File: config.mk
export PLATFORM = sky130hd
export DESIGN_NAME = mesa_rx_framer
export DESIGN_NICKNAME = d
export VERILOG_FILES = /design/src/rtl/mesa_rx_framer.sv
export SDC_FILE = /design/constraint.sdc
export NUM_CORES = 1
export LEC_CHECK = 0
export ABC_AREA = 1
export CAP_MARGIN = 10
export CORE_UTILIZATION = 55
export DETAILED_ROUTE_END_ITERATION = 10
export GPL_ROUTABILITY_DRIVEN = 0
export MAX_ROUTING_LAYER = met4
export PLACE_DENSITY = 0.87
export SYNTH_ARGS = -nofsm -noshare
export SYNTH_HDL_FRONTEND = slang
export SYNTH_SLANG_ARGS = --single-unit
File: constraint.sdc
create_clock -name clk -period 2.7 [get_ports clk]
set_input_delay 0.54 -clock clk [delete_from_list [all_inputs] [get_ports clk]]
set_output_delay 0.54 -clock clk [all_outputs]
set_load 0.02 [all_outputs]
File: src/rtl/mesa_rx_framer.sv
// mesa_rx_framer
//   Turns an ASCII-hex character stream from a UART into framed packets.
//   Two hex characters form one byte, high nibble first. A packet is
//   F0 <slot> <cmd> <len> <len payload bytes>. Newline (0x0A) inside a
//   packet, or too long a silence between characters, aborts the packet.
//
// Ports
//   clk        in   system clock, rising edge
//   reset      in   synchronous, active-high
//   rx_byte    in   [7:0] character from the UART, qualified by rx_rdy
//   rx_rdy     in   one-clock strobe for rx_byte
//   pkt_slot   out  [7:0] slot byte of the current packet (held)
//   pkt_cmd    out  [7:0] command byte of the current packet (held)
//   pkt_len    out  [7:0] payload length of the current packet (held)
//   pkt_start  out  pulse when the header is complete
//   out_byte   out  [7:0] decoded payload byte (held)
//   out_vld    out  pulse qualifying out_byte
//   pkt_done   out  pulse with the last payload byte (or with pkt_start if len=0)
//   pkt_err    out  pulse on packet abort
//   dbg_state  out  [2:0] current framer state, for observation only
//
// Handshake: rx_byte is sampled only on clocks where rx_rdy=1; there is no
// back-pressure. Every output is a flop; pulses appear one clock after the
// rx_rdy that completes the byte and last exactly one clock.
module mesa_rx_framer #(
  parameter logic [15:0] TIMEOUT = 16'd50000
) (
  input  logic       clk,
  input  logic       reset,
  input  logic [7:0] rx_byte,
  input  logic       rx_rdy,
  output logic [7:0] pkt_slot,
  output logic [7:0] pkt_cmd,
  output logic [7:0] pkt_len,
  output logic       pkt_start,
  output logic [7:0] out_byte,
  output logic       out_vld,
  output logic       pkt_done,
  output logic       pkt_err,
  output logic [2:0] dbg_state
);

  typedef enum logic [2:0] {
    ST_IDLE    = 3'd0,
    ST_SLOT    = 3'd1,
    ST_CMD     = 3'd2,
    ST_LEN     = 3'd3,
    ST_PAYLOAD = 3'd4
  } state_t;

  state_t      state_q, state_d;
  logic        phase_q, phase_d;
  logic [3:0]  hi_nib_q, hi_nib_d;
  logic [7:0]  cnt_q, cnt_d;
  logic [15:0] idle_q, idle_d;
  logic [7:0]  pkt_slot_q, pkt_slot_d;
  logic [7:0]  pkt_cmd_q, pkt_cmd_d;
  logic [7:0]  pkt_len_q, pkt_len_d;
  logic [7:0]  out_byte_q, out_byte_d;
  logic        pkt_start_q, pkt_start_d;
  logic        out_vld_q, out_vld_d;
  logic        pkt_done_q, pkt_done_d;
  logic        pkt_err_q, pkt_err_d;

  // Hex character decode
  logic       is_hex;
  logic [3:0] nib;
  always_comb begin
    is_hex = 1'b0;
    nib    = 4'd0;
    if (rx_byte >= 8'h30 && rx_byte <= 8'h39) begin
      is_hex = 1'b1;
      nib    = rx_byte[3:0];
    end else if ((rx_byte >= 8'h41 && rx_byte <= 8'h46) ||
                 (rx_byte >= 8'h61 && rx_byte <= 8'h66)) begin
      is_hex = 1'b1;
      nib    = rx_byte[3:0] + 4'd9;  // 'A'/'a' low nibble is 1 -> 10
    end
  end

  logic       byte_vld;
  logic [7:0] dec_byte;
  assign dec_byte = {hi_nib_q, nib};

  always_comb begin
    state_d     = state_q;
    phase_d     = phase_q;
    hi_nib_d    = hi_nib_q;
    cnt_d       = cnt_q;
    pkt_slot_d  = pkt_slot_q;
    pkt_cmd_d   = pkt_cmd_q;
    pkt_len_d   = pkt_len_q;
    out_byte_d  = out_byte_q;
    pkt_start_d = 1'b0;
    out_vld_d   = 1'b0;
    pkt_done_d  = 1'b0;
    pkt_err_d   = 1'b0;
    byte_vld    = 1'b0;

    // Idle counter: only runs while a packet is open and the line is quiet.
    if (rx_rdy || state_q == ST_IDLE) idle_d = 16'd0;
    else if (idle_q != 16'hFFFF)      idle_d = idle_q + 16'd1;
    else                              idle_d = idle_q;

    // A character always wins over the timeout in the same clock.
    if (rx_rdy) begin
      if (rx_byte == 8'h0A) begin
        phase_d = 1'b0;
        if (state_q != ST_IDLE) begin
          pkt_err_d = 1'b1;
          state_d   = ST_IDLE;
        end
      end else if (!is_hex) begin
        phase_d = 1'b0;  // drops a pending high nibble
      end else if (!phase_q) begin
        hi_nib_d = nib;
        phase_d  = 1'b1;
      end else begin
        phase_d  = 1'b0;
        byte_vld = 1'b1;
      end
    end else if (state_q != ST_IDLE && idle_q == TIMEOUT) begin
      pkt_err_d = 1'b1;
      phase_d   = 1'b0;
      state_d   = ST_IDLE;
    end

    if (byte_vld) begin
      case (state_q)
        ST_IDLE: if (dec_byte == 8'hF0) state_d = ST_SLOT;
        ST_SLOT: begin
          pkt_slot_d = dec_byte;
          state_d    = ST_CMD;
        end
        ST_CMD: begin
          pkt_cmd_d = dec_byte;
          state_d   = ST_LEN;
        end
        ST_LEN: begin
          pkt_len_d   = dec_byte;
          cnt_d       = dec_byte;
          pkt_start_d = 1'b1;
          if (dec_byte == 8'd0) begin
            pkt_done_d = 1'b1;
            state_d    = ST_IDLE;
          end else begin
            state_d = ST_PAYLOAD;
          end
        end
        ST_PAYLOAD: begin
          out_byte_d = dec_byte;
          out_vld_d  = 1'b1;
          cnt_d      = cnt_q - 8'd1;
          if (cnt_q == 8'd1) begin
            pkt_done_d = 1'b1;
            state_d    = ST_IDLE;
          end
        end
        default: state_d = ST_IDLE;
      endcase
    end
  end

  always_ff @(posedge clk) begin
    if (reset) begin
      state_q     <= ST_IDLE;
      phase_q     <= 1'b0;
      hi_nib_q    <= 4'd0;
      cnt_q       <= 8'd0;
      idle_q      <= 16'd0;
      pkt_slot_q  <= 8'd0;
      pkt_cmd_q   <= 8'd0;
      pkt_len_q   <= 8'd0;
      out_byte_q  <= 8'd0;
      pkt_start_q <= 1'b0;
      out_vld_q   <= 1'b0;
      pkt_done_q  <= 1'b0;
      pkt_err_q   <= 1'b0;
    end else begin
      state_q     <= state_d;
      phase_q     <= phase_d;
      hi_nib_q    <= hi_nib_d;
      cnt_q       <= cnt_d;
      idle_q      <= idle_d;
      pkt_slot_q  <= pkt_slot_d;
      pkt_cmd_q   <= pkt_cmd_d;
      pkt_len_q   <= pkt_len_d;
      out_byte_q  <= out_byte_d;
      pkt_start_q <= pkt_start_d;
      out_vld_q   <= out_vld_d;
      pkt_done_q  <= pkt_done_d;
      pkt_err_q   <= pkt_err_d;
    end
  end

  assign pkt_slot  = pkt_slot_q;
  assign pkt_cmd   = pkt_cmd_q;
  assign pkt_len   = pkt_len_q;
  assign out_byte  = out_byte_q;
  assign pkt_start = pkt_start_q;
  assign out_vld   = out_vld_q;
  assign pkt_done  = pkt_done_q;
  assign pkt_err   = pkt_err_q;
  assign dbg_state = state_q;

endmodule

**After elaboration in Yosys (flattened, before gate mapping)**

Index checks and enable logic that the tools add are counted.

- Flip-flop bits (word level): 68
- Bits of input ports: 11
- Output and inout bits: 39
- Logic and storage cells: 85

- Add/subtract/negate cells: 3
- $lt $le $gt $ge: 6
- Equal/unequal tests: 9
- Mux-type cells: 32
- Bitwise gates (word level): 3
- Reductions and logical operators: 19

Operator list:

| kind | number |
|---|---|
| $mux 3 | 8 |
| $mux 1 | 19 |
| $add 16x1->16 const B | 1 |
| $eq 16x16->1 const B | 1 |
| $ge 8x7->1 const B | 2 |
| $le 8x7->1 const B | 2 |
| $ne 16x16->1 const B | 1 |
| $pmux 8 s2 | 1 |
| $pmux 3 s5 | 1 |
| $reduce_and 2->1 | 5 |
| $eq 8x1->1 const B | 1 |
| $eq 8x4->1 const B | 1 |
| $eq 8x8->1 const B | 1 |
| $ge 8x6->1 const B | 1 |
| $le 8x6->1 const B | 1 |
| $logic_not 8->1 | 1 |
| $mux 4 | 2 |
| $sub 8x1->8 const B | 1 |
| $eq 3x2->1 const B | 2 |
| $add 4x4->4 const B | 1 |
| $logic_and 1x1->1 | 4 |
| $reduce_and 4->1 | 1 |
| $reduce_bool 2->1 | 2 |
| $reduce_or 2->1 | 2 |
| 7 further kinds | 10 |

**Longest topological paths before layout**

- Word-level depth: 10
- Depth in mapped cells: 15
- Gate-level depth less buffers: 14

**Worst setup path before layout**

No wires, ideal clock.

- Kind: input to register
- Start point: input rx_byte[0]
- End point: register cnt_q[6]
- Setup time: 120 ps
- Arrival time: 1829 ps
- Required time: 2580 ps
- Path slack: 751 ps
- Cell stages on the path: 13
- Buffers on the path: 1
- Cell sequence: inv_1 > ha_1 > nand3_2 > nand2_1 > nand2_2 > nand3_4 > nand2_4 > nand2_4 > nor2_8 > o21ai_2 > buf_6 > o21ai_0 > a21oi_1

- Word-level cells in the longest chain between the ends: 9
- Elaborated cells on any way between the ends: 17
- Classes of those cells: 6 x order compare; 1 x eq/ne; 5 x mux; 5 x reduce/logical

Ends and longest elaborated chain:

| what | RTL line | source |
|---|---|---|
| start: declaration | 30 | `input logic [7:0] rx_byte,` |
| $ge 8x7->1, or another cell as far along | 74 | `end else if ((rx_byte >= 8'h41 && rx_byte <= 8'h46) \|\|` |
| $logic_and 1x1->1 (on tied branches) | 74, 75 |  |
| $logic_or 1x1->1 | 74 |  |
| $mux 1 | 74 |  |
| $mux 1 | 71 | `if (rx_byte >= 8'h30 && rx_byte <= 8'h39) begin` |
| $mux 1 | 113 | `end else if (!is_hex) begin` |
| $mux 1 (*) | 107 | `if (rx_byte == 8'h0A) begin` |
| $mux 1 (*) | 106 | `if (rx_rdy) begin` |
| $reduce_and 2->1 (no line) (*) | -- |  |
| end signal: assignment | 183 | `cnt_q <= cnt_d;` |
| end: declaration | 54 | `logic [7:0] cnt_q, cnt_d;` |

Every way passes the cells marked *; elsewhere a longest branch is shown, timed or not.
A chain may end at the register's enable or synchronous reset.

**Final worst setup path**

- Start point: input rx_byte[0]
- End point: register cnt_q[2]

- Word-level cells in the longest chain between the ends: 9
- Elaborated cells on any way between the ends: 21
- Classes of those cells: 1 x add/sub; 6 x order compare; 1 x eq/ne; 8 x mux; 5 x reduce/logical

Ends and longest elaborated chain:

| what | RTL line |
|---|---|
| $ge 8x7->1, or another cell as far along | 74 |
| $logic_and 1x1->1 (on tied branches) | 74, 75 |
| $logic_or 1x1->1 | 74 |
| $mux 1 | 74 |
| $mux 1 | 71 |
| $mux 1 | 113 |
| $mux 1 | 107 |
| $mux 1 | 106 |
| $reduce_and 2->1 (no line) | -- |

Parallel ways exist; a longest one is shown, timed or not.

==> flow_summary.ini <==
[status]
status = finished, final reports clean

[power_and_ir_drop]
netSwitchingPower_uw = 468
p_total_mw = 1.93
ir_worst_vdd_uv = 467
p_seq_frac = 0.521
power_frac_clock = 0.431
power.density_nw_per_um2 = 469
swShare = 0.242
p_comb_frac = 0.049
p_int_mw = 1.47
p_leak_nw = 1.76

[synth]
synthTopCellsByArea = dfxtp_1 (40%), a21oi_1 (8.5%), nand2_1 (7.4%)
syn_area_um2 = 3360
synth.distinct_cells = 36
yosys-top-cells-count = dfxtp_1 (68), nand2_1 (66), inv_1 (65)
yosysTopAreaCell = dfxtp_1
syn_area_per_cell_um2 = 7.43
ys_seq_elements = 68
synth.most_common_cell = dfxtp_1
synth_cells = 453
yosysTopAreaCellShare = 0.405
synth_warnings = 0
syn-num-nets = 472
yosysSeqAreaShare = 0.405
synth-edff-count = 0
ys.flop_type = dfxtp_1
async_flop_share = 0

[place]
hpwl_um = 6220
port_buffers = 49
dpl.cell_count = 575

[final_layout]
num-fill-cells = 466
fin_nets = 530
drive_gt1_frac = 0.103
diodes = 0
final-instance-count-excl-fill = 591
syn2layout_area_growth_pct = 22.6

[route]
vias = 3240
wire_per_inst_um = 14.7
drc_errors = 0
drt-initial-drc-count = 233
viasPerCell = 5.48
wirelength_um = 8710
ant_nets = 0
first_pass_iters = 5

[min_path]
hold_path_class = reg2reg

[timing]
fin_crit_sh = 0.896
relSlewSlack = 0.630
tightestPinTransition_ps = 552
fin_crit_ps = 2420
slew_viol_final = 0
rsz0062_at_grt = no
final_hold_viol_count = 0
finalSetupViolCount = 0
clock_skew_ps = 14.1
fmax_mhz = 413

[setup_path]
startpoint = rx_byte[0]
startpoint_type = primary input
cp_max_fo = 13
arrival_ps = 2700
critPathKind = in2reg
r2r_end = idle_q[9]
end_kind = flip-flop
cp-endpoint = cnt_q[2]
r2r_start = idle_q[0]
required_ps = 2980
worst-r2r-cell-count = 10
r2r_slack_ps = 750

[grt]
gr-total-overflow = 0
grt_first_pass_wirelength_um = 14000
antenna_found_initial = 0
grt_pass1_vias = 3027
grt_start_max_net_pins = 23
grt_usage = 0.293

[die]
core_um2 = 5920
placementRows = 28
pin_count = 50
die_x_um = 80.2
die_area_um2 = 6430
start_util = 0.568
dieHeight_um = 80.2

[clock_network]
clkTransAtPathRegs_ps = 70
clk_path_buf_depth = 2
clk_root_buffer_cell = clkbuf_8
postCtsSetupRepairBufs = 0
h-tree-depth = 3
holdBufCountCts = 0
cts_buffers = 9
clk_latency_ps = 360
cts_tree = built
post_cts_resize_count = 0
cts_sinks = 68

[run]
drv_cap = 0
final cells by class:
cell class | instances | area [µm²] | share of cell area
multi-input cells | 304 | 1640 | 0.399
repair buffers | 59 | 566 | 0.137
flip-flops and latches | 68 | 1360 | 0.330
inverters | 69 | 269 | 0.0652
clock buffers | 10 | 128 | 0.0309
well taps | 75 | 93.8 | 0.0227
clock inverters | 6 | 63.8 | 0.0155
power by group through the flow:
stage	sequential, mW	combinational [mW]	clock (mW)
6_report	1.01	0.0941	0.833
5_1_grt	1.01	0.102	0.878
4_1_cts	1.01	0.0927	0.833
3_5_place_dp	1.03	0.0917	0
3_3_place_gp	1.03	0.0897	0
2_1_floorplan	1.03	0.0485	0
metrics by stage:
| stage | setup WS (ps) | area, µm² | hold slack, ps | utilization | setup TNS (ps) |
|---|---|---|---|---|---|
| floorplan | 751 | 3360 | 457 | - | 0 |
| global route | 150 | 4130 | 490 | 0.697 | 0 |
| finish | 281 | 4130 | 470 | 0.697 | 0 |
| detailed placement | -24.4 | 3930 | 454 | 0.664 | -114 |
| global placement | 73.9 | 3930 | 455 | 0.664 | 0 |
| CTS | 305 | 4130 | 473 | 0.697 | 0 |
worst min-delay path by stage:
stage / endpoint / depth (start not counted) / from / slack (ps)
finish: pkt_cmd[0] / 2 / pkt_cmd[0] / 470
floorplan: cnt_q[7] / 2 / cnt_q[7] / 460
detailed placement: pkt_cmd[0] / 2 / pkt_cmd[0] / 450
CTS: pkt_cmd[0] / 2 / pkt_cmd[0] / 470
global placement: pkt_cmd[0] / 2 / pkt_cmd[0] / 450
global route: pkt_cmd[0] / 2 / pkt_cmd[0] / 490
placed cells by master, fill, tap and decap left out, types with 3 or more instances in the layout:
cell type / n
nor2_1: 36
nand2_2: 4
xor2_1: 8
nand4_1: 7
ha_1: 8
inv_1: 65
dfxtp_1: 68
nand3_1: 23
a21oi_1: 57
clkdlybuf4s50_1: 49
nand2_4: 5
nor3_1: 13
clkbuf_8: 9
o21ai_0: 46
o21ai_1: 4
nand2_1: 66
buf_4: 10
o21ai_2: 3
a21oi_2: 4
nor4_1: 4
critical path, stage by stage:
cell             delay, ps
clkdlybuf4s50_1        530
inv_1                  100
ha_1                   230
nand3_2                 90
nand2_1                 60
nand2_2                100
nand3_4                110
nand2_4                 80
nand2_4                 70
nor2_8                 190
o21ai_2                200
inv_1                  180
nand2_1                 70
a21oi_1                140
state kept, by name, summed over array words and instances, names as in the netlist:
name / flops
pkt_cmd: 8
pkt_err: 1
out_vld: 1
pkt_start: 1
pkt_slot: 8
dbg_state: 3
hi_nib_q: 4
pkt_done: 1
cnt_q: 8
pkt_len: 8
phase_q: 1
idle_q: 16
out_byte: 8
cell families after synthesis:
logic type | share of synthesized area
AOI/OAI and AO/OA | 0.189
xor gates and xnor gates | 0.0208
adders and majority gates | 0.0298
buffers and inverters | 0.107
DFF | 0.405
and+or+nand+nor | 0.250
metal layers:
layer  share of wire  global-route usage
met5               0                   -
met3           0.069              0.0568
met4           0.030               0.136
met2            0.47               0.456
met1            0.43               0.368
(Power assumes the default switching activity.)
